===== src/rtl/decode_pkg.sv =====
// decode_pkg: instruction field positions and the decoded entry type (DECODE_ILLEGAL_EN adds the illegal flag)
package decode_pkg;
  localparam int OPCODE_W = 6;
  localparam int REG_W = 5;
  localparam int OPC_HI = 31, OPC_LO = 26;
  localparam int RS_HI = 25, RS_LO = 21;
  localparam int RT_HI = 20, RT_LO = 16;
  localparam int RD_HI = 15, RD_LO = 11;
  localparam int SH_HI = 10, SH_LO = 6;
  localparam int IMM_HI = 15, IMM_LO = 0;
  localparam int RSV_HI = 5, RSV_LO = 0;
  localparam int ITYPE_BIT = 30;
  localparam int IMM_W = IMM_HI - IMM_LO + 1;
  // entries carry the widest supported imm/pc; the queue slices down to XLEN/PC_W
  localparam int IMM_MAX_W = 64;
  localparam int PC_MAX_W = 64;
  typedef struct packed {
    logic [OPCODE_W-1:0] opcode;
    logic [REG_W-1:0] rs;
    logic [REG_W-1:0] rt;
    logic [REG_W-1:0] rd;
    logic [REG_W-1:0] shamt;
    logic [IMM_MAX_W-1:0] imm;
    logic [PC_MAX_W-1:0] pc;
    logic is_nop;
`ifdef DECODE_ILLEGAL_EN
    logic illegal;
`endif
  } decoded_ins_t;
endpackage


===== src/rtl/decode_queue_if.sv =====
// decode_queue_if: fetch-side push and decode-side pop handshake (DECODE_ILLEGAL_EN adds out_illegal)
interface decode_queue_if
  import decode_pkg::*;
#(
  parameter int XLEN = 32,
  parameter int PC_W = 32,
  parameter int DEPTH = 4
);
  logic flush;
  logic in_valid;
  logic in_ready;
  logic [31:0] in_ins;
  logic [PC_W-1:0] in_pc;
  logic out_valid;
  logic out_ready;
  logic [OPCODE_W-1:0] out_opcode;
  logic [REG_W-1:0] out_rs;
  logic [REG_W-1:0] out_rt;
  logic [REG_W-1:0] out_rd;
  logic [REG_W-1:0] out_shamt;
  logic [XLEN-1:0] out_imm;
  logic [PC_W-1:0] out_pc;
  logic out_is_nop;
  logic [$clog2(DEPTH):0] count;
`ifdef DECODE_ILLEGAL_EN
  logic out_illegal;
`endif
  modport master (
    output flush, in_valid, in_ins, in_pc, out_ready,
    input in_ready, out_valid, out_opcode, out_rs, out_rt, out_rd, out_shamt, out_imm, out_pc,
    out_is_nop, count
`ifdef DECODE_ILLEGAL_EN
    , out_illegal
`endif
  );
  modport slave (
    input flush, in_valid, in_ins, in_pc, out_ready,
    output in_ready, out_valid, out_opcode, out_rs, out_rt, out_rd, out_shamt, out_imm, out_pc,
    out_is_nop, count
`ifdef DECODE_ILLEGAL_EN
    , out_illegal
`endif
  );
endinterface


===== src/rtl/ins_field_decode.sv =====
// ins_field_decode: combinational split of a raw instruction into a decoded entry (DECODE_ILLEGAL_EN flags reserved bits)
module ins_field_decode
  import decode_pkg::*;
#(
  parameter int XLEN = 32,
  parameter int PC_W = 32
) (
  input  logic [31:0]     ins,
  input  logic [PC_W-1:0] pc,
  output decoded_ins_t    dec
);
  logic nop, r_type, i_type;
  // NOP zeroes everything naturally; rd/shamt only for R-type, imm only for I-type
  always_comb begin
    nop = ins == '0;
    i_type = ins[ITYPE_BIT];
    r_type = !nop && !i_type;
    dec = '0;
    dec.opcode = ins[OPC_HI:OPC_LO];
    dec.rs = ins[RS_HI:RS_LO];
    dec.rt = ins[RT_HI:RT_LO];
    dec.rd = r_type ? ins[RD_HI:RD_LO] : '0;
    dec.shamt = r_type ? ins[SH_HI:SH_LO] : '0;
    dec.imm = i_type ? IMM_MAX_W'({{(XLEN-IMM_W){ins[IMM_HI]}}, ins[IMM_HI:IMM_LO]}) : '0;
    dec.pc = PC_MAX_W'(pc);
    dec.is_nop = nop;
`ifdef DECODE_ILLEGAL_EN
    dec.illegal = r_type && ins[RSV_HI:RSV_LO] != '0;
`endif
  end
endmodule


===== src/rtl/decode_queue.sv =====
// decode_queue: registered decode stage, field decoder feeding a DEPTH-entry FIFO (DECODE_ILLEGAL_EN adds out_illegal)
module decode_queue
  import decode_pkg::*;
#(
  parameter int XLEN = 32,
  parameter int PC_W = 32,
  parameter int DEPTH = 4
) (
  input logic clk,
  input logic rst_n,
  decode_queue_if.slave bus
);
  localparam int AW = $clog2(DEPTH);
  decoded_ins_t mem [DEPTH];
  decoded_ins_t dec, head;
  logic [AW-1:0] wr_ptr, rd_ptr;
  logic [AW:0] cnt;
  logic push, pop, full, unused;
  ins_field_decode #(.XLEN(XLEN), .PC_W(PC_W)) u_dec (.ins(bus.in_ins), .pc(bus.in_pc), .dec(dec));
  assign full = cnt == (AW+1)'(DEPTH);
  assign bus.in_ready = !full && !bus.flush && rst_n;
  assign push = bus.in_valid && bus.in_ready;
  assign pop = bus.out_valid && bus.out_ready;
  // pointers wrap naturally; flush wins over a simultaneous pop
  always_ff @(posedge clk) begin
    if (!rst_n || bus.flush) begin
      wr_ptr <= '0;
      rd_ptr <= '0;
      cnt <= '0;
    end else begin
      if (push) wr_ptr <= wr_ptr + 1'b1;
      if (pop) rd_ptr <= rd_ptr + 1'b1;
      cnt <= cnt + (AW+1)'(push) - (AW+1)'(pop);
    end
  end
  // storage needs no reset: push is blocked while rst_n is low
  always_ff @(posedge clk) begin
    if (push) mem[wr_ptr] <= dec;
  end
  assign bus.out_valid = cnt != '0;
  assign head = bus.out_valid ? mem[rd_ptr] : '0;
  assign bus.out_opcode = head.opcode;
  assign bus.out_rs = head.rs;
  assign bus.out_rt = head.rt;
  assign bus.out_rd = head.rd;
  assign bus.out_shamt = head.shamt;
  assign bus.out_imm = head.imm[XLEN-1:0];
  assign bus.out_pc = head.pc[PC_W-1:0];
  assign bus.out_is_nop = head.is_nop;
  assign bus.count = cnt;
  assign unused = ^{head.imm, head.pc};
`ifdef DECODE_ILLEGAL_EN
  assign bus.out_illegal = head.illegal;
`endif
endmodule


===== src/flat_wrapper.sv =====
// flat-port wrapper written by rule: the top's interface ports become plain ports
module decode_queue_flat import decode_pkg::*;
#(
  parameter int XLEN = 32,
  parameter int PC_W = 32,
  parameter int DEPTH = 4
)
  (clk, rst_n, bus_flush, bus_in_valid, bus_in_ins, bus_in_pc, bus_out_ready, bus_in_ready, bus_out_valid, bus_out_opcode, bus_out_rs, bus_out_rt, bus_out_rd, bus_out_shamt, bus_out_imm, bus_out_pc, bus_out_is_nop, bus_count);
  decode_queue_if #(.XLEN(XLEN), .PC_W(PC_W), .DEPTH(DEPTH)) bus_i ();
  input logic clk;
  input logic rst_n;
  input wire logic [$bits(bus_i.flush)-1:0] bus_flush;
  input wire logic [$bits(bus_i.in_valid)-1:0] bus_in_valid;
  input wire logic [$bits(bus_i.in_ins)-1:0] bus_in_ins;
  input wire logic [$bits(bus_i.in_pc)-1:0] bus_in_pc;
  input wire logic [$bits(bus_i.out_ready)-1:0] bus_out_ready;
  output wire logic [$bits(bus_i.in_ready)-1:0] bus_in_ready;
  output wire logic [$bits(bus_i.out_valid)-1:0] bus_out_valid;
  output wire logic [$bits(bus_i.out_opcode)-1:0] bus_out_opcode;
  output wire logic [$bits(bus_i.out_rs)-1:0] bus_out_rs;
  output wire logic [$bits(bus_i.out_rt)-1:0] bus_out_rt;
  output wire logic [$bits(bus_i.out_rd)-1:0] bus_out_rd;
  output wire logic [$bits(bus_i.out_shamt)-1:0] bus_out_shamt;
  output wire logic [$bits(bus_i.out_imm)-1:0] bus_out_imm;
  output wire logic [$bits(bus_i.out_pc)-1:0] bus_out_pc;
  output wire logic [$bits(bus_i.out_is_nop)-1:0] bus_out_is_nop;
  output wire logic [$bits(bus_i.count)-1:0] bus_count;
  assign bus_i.flush = bus_flush;
  assign bus_i.in_valid = bus_in_valid;
  assign bus_i.in_ins = bus_in_ins;
  assign bus_i.in_pc = bus_in_pc;
  assign bus_i.out_ready = bus_out_ready;
  assign bus_in_ready = bus_i.in_ready;
  assign bus_out_valid = bus_i.out_valid;
  assign bus_out_opcode = bus_i.out_opcode;
  assign bus_out_rs = bus_i.out_rs;
  assign bus_out_rt = bus_i.out_rt;
  assign bus_out_rd = bus_i.out_rd;
  assign bus_out_shamt = bus_i.out_shamt;
  assign bus_out_imm = bus_i.out_imm;
  assign bus_out_pc = bus_i.out_pc;
  assign bus_out_is_nop = bus_i.out_is_nop;
  assign bus_count = bus_i.count;
  decode_queue #(.XLEN(XLEN), .PC_W(PC_W), .DEPTH(DEPTH)) u_core (.clk(clk), .rst_n(rst_n), .bus(bus_i));
endmodule

===== config.mk =====
export PLATFORM = sky130hd
export DESIGN_NAME = decode_queue_flat
export DESIGN_NICKNAME = d
export VERILOG_FILES = /design/src/rtl/decode_pkg.sv /design/src/rtl/decode_queue_if.sv /design/src/rtl/ins_field_decode.sv /design/src/rtl/decode_queue.sv /design/src/flat_wrapper.sv
export SDC_FILE = /design/constraint.sdc
export NUM_CORES = 1
export LEC_CHECK = 0
export CAP_MARGIN = 10
export CORE_ASPECT_RATIO = 0.5
export CORE_UTILIZATION = 35
export DETAILED_ROUTE_END_ITERATION = 16
export SETUP_SLACK_MARGIN = 0.15
export SYNTH_ARGS = -nofsm -noshare
export SYNTH_HDL_FRONTEND = slang
export SYNTH_SLANG_ARGS = --single-unit

===== constraint.sdc =====
create_clock -name clk -period 4.2 [get_ports clk]
set_input_delay 0.84 -clock clk [delete_from_list [all_inputs] [get_ports clk]]
set_output_delay 0.84 -clock clk [all_outputs]
set_load 0.005 [all_outputs]

==> results of run 1 <==
==> path summary, 6_finish.rpt <==
check                                 startpoint                             end  slack [ns]
hold / removal     u_core.wr_ptr[1]$_SDFFE_PP0P_   u_core.wr_ptr[1]$_SDFFE_PP0P_        0.50
setup reg to reg  u_core.bus.count[1]$_SDFF_PP0_  u_core.bus.count[2]$_SDFF_PP0_        1.94
hold reg to reg    u_core.wr_ptr[1]$_SDFFE_PP0P_   u_core.wr_ptr[1]$_SDFFE_PP0P_        0.50
setup / recovery                        register               bus_out_opcode[5]        0.60
==> sequential cells by signal, summed over array words and instances (netlist names), named ones only <==
signal            count
u_core.mem          300
u_core.bus.count      3
u_core.rd_ptr         2
u_core.wr_ptr         2
==> where the power goes <==
part	internal, uW	leakage, uW	switching (uW)
sequential	3420	0.00281	12.6
clock	1390	0.000435	1080
combinational	229	0.00155	178
==> cell usage in the layout (no fill, tap or decap), types with 2 or more instances in the layout <==
| cell | n |
|---|---|
| nand2_1 | 2 |
| buf_4 | 16 |
| nand4_1 | 2 |
| clkinv_2 | 6 |
| mux2i_1 | 2 |
| xor2_1 | 3 |
| clkinv_1 | 9 |
| clkbuf_1 | 6 |
| dfxtp_1 | 7 |
| dfxtp_4 | 2 |
| nor2b_1 | 11 |
| clkdlybuf4s50_1 | 164 |
| and2_1 | 94 |
| mux4_2 | 75 |
| nor4_1 | 8 |
| bufinv_16 | 2 |
| inv_1 | 7 |
| clkbuf_16 | 29 |
| nor2_1 | 6 |
| and2_4 | 4 |
| buf_12 | 6 |
| edfxtp_1 | 300 |
| ha_1 | 6 |
==> layout make-up <==
cell class / count / area [um2] / area share [%]
clock inverters: 19 / 140 / 0.920
flip-flops and latches: 309 / 9200 / 60.3
well taps: 465 / 582 / 3.82
clock buffers: 35 / 748 / 4.91
repair buffers: 186 / 1880 / 12.3
multi-input cells: 221 / 2670 / 17.5
inverters: 7 / 26.3 / 0.172
==> worst max-delay path: cells and delay by family, from the launching register on <==
family | cells | cell delay [ns]
buffers and inverters | 2 | 0.87
DFF | 1 | 0.61
muxes | 1 | 0.54
and+or+nand+nor | 1 | 0.17
==> cells by family (layout without fill, tap and decap cells) <==
logic type                 Yosys count  in the layout
adders and majority gates            7              7
muxes                               77             77
DFF                                309            309
AOI/OAI and AO/OA                    2              2
buffers and inverters               50            247
and+or+nand+nor                    132            132
xor gates and xnor gates             3              3
==> per-stage QoR <==
stage / worst slack, ns / std cells
after global placement: 1.04 / 1188
after floorplan: 0.611 / 580
after detailed placement: 0.982 / 1188
after CTS: 0.493 / 1242
final: 0.597 / 1242
after global routing: 0.422 / 1242
==> metal layers <==
| metal | global-route usage (%) | up-vias | share of wire, % |
|---|---|---|---|
| met3 | 2.20 | 27 | 3.6 |
| met1 | 18.0 | 3046 | 42 |
| met5 | 0 | - | 0 |
| met2 | 24.6 | 97 | 53 |
| met4 | 2.99 | 0 | 1.4 |
| li1 | - | 2643 | - |
==> reports/metrics.yaml, run 1 <==
timing:
  rsz0062_at_grt: "no"
  final-hold-violation-count: 0
  final.setup.tns_ns: 0
  max_slew_margin_pct: 62.1
  fin_skew_ns: 0.0206
  final_max_slew_viol_count: 0
  setup_viol: 0
  whs_ns: 0.505
  finalCriticalPeriod_ns: 3.60
  max_freq_ghz: 0.278
  fin_crit_sh_pct: 85.8
  worst_slew_pin_slew_ns: 0.563
setup_path:
  crit_chain: "buf_12 > mux4_2 > and2_1 > clkdlybuf4s50_1"
  path_class: "reg -> out"
  critPathSlowestCell: "dfxtp_4"
  worstPathMaxFanout: 40
  cp.arrival_ns: 2.76
  crit_path_start_kind: "register"
  ff2ff_path_depth: 10
  crit_required_ns: 3.36
  end_kind: "output port"
  cpPeakStageDelay_ns: 0.61
clock_tree:
  cts_buffers: 29
  cts_tree: "done"
  clk_pin_slew_worst_paths_ns: 0.06
  cts_sinks: 309
  cts_resized: 0
  post_cts_buffers: 0
  clock_latency_ns: 0.55
  cts_max_path_buffers: 3
  cts-htree-levels: 1
  postCtsHoldBufs: 0
  clock-root-buffer: "clkbuf_16"
route:
  dr.pass1.iters: 4
  drt-wirelength-per-cell_um: 19.8
  wl_um: 24600
  num_vias: 5813
  drc: 0
  drt_iter0_drc: 285
  antenna_left: 0
  routed_via_density: 4.68
floorplan:
  rows: 47
  dieHeight_um: 134
  core_um2: 33600
  io_pins: 165
  dieArea_um2: 35500
  floorplan.initialDensity_pct: 36.2
  die_w_um: 265
place:
  finalWeightedCongestion: 0.708
  place_area_um2: 14400
  hpwl_um: 15700
  portBuffers: 164
yosys:
  yosys.area_share.simple_pct: 6.64
  yosys.cell_types.count: 25
  syn-mean-instance-area_um2: 20.9
  synth-warning-count: 0
  synth_largest_area_cell: "edfxtp_1"
  synth_enable_flop_cells: 300
  synth_cells: 580
  ys_ff_latch: 309
  synth_compound_area_share_pct: 0.134
  synthFlopType: "edfxtp_1"
  synth_nets: 656
  synth-seq-area-share_pct: 75.6
  synth_fa_ha_area_share_pct: 0.783
  synth_area_leaders: "edfxtp_1 74%, mux4_2 14%, and2_1 5.0%, dfxtp_1 1.5%, buf_4 0.99%"
  synth_top_family_by_area: "multiplexers"
  synth_top_cells_by_count: "300 x edfxtp_1, 98 x and2_1, 75 x mux4_2"
  synth_xor_area_share_pct: 0.216
  ys_async_sr_fraction_pct: 0
  synth_top_area_share_pct: 74.2
  syn-cell-area_um2: 12100
  synth.most_common_cell: "edfxtp_1"
  synth_mux_area_share_pct: 14.1
global_routing:
  grt_max_degree: 41
  grt_util_all_layers_pct: 13.9
  grt_pass1_wl_um: 37100
  antenna_found_initial: 0
  first_global_vias: 6233
  overflow: 0
hold_path:
  hold_class: "reg -> reg"
  holdPathStages: 2
finish:
  num-nets-final: 830
  fillers: 2827
  fin_area_um2: 15200
  utilization_pct: 45.4
  drive_gt1_share_pct: 18.4
  diodes: 0
  area_growth_pct: 25.5
run:
  maxCapViolCount: 0
outcome:
  status: "finished, final reports clean"
power_and_ir_drop:
  finalPower_uw: 6310
  power.static_leakage_uw: 0.00480
  irDropWorstVdd_uv: 265
  powerDensity_nw_per_um2: 414
Power figures use the tool's default switching activity.
==> inputs of run 2 (changes only) <==
--- a/config.mk
+++ b/config.mk
@@ -9,7 +9,7 @@
 export CORE_ASPECT_RATIO = 0.5
 export CORE_UTILIZATION = 35
 export DETAILED_ROUTE_END_ITERATION = 16
-export SETUP_SLACK_MARGIN = 0.15
+export SETUP_SLACK_MARGIN = 0.4
 export SYNTH_ARGS = -nofsm -noshare
 export SYNTH_HDL_FRONTEND = slang
 export SYNTH_SLANG_ARGS = --single-unit
==> results of run 2 <==
Same layout as run 1: the final DEF is identical, and so are final timing and power.
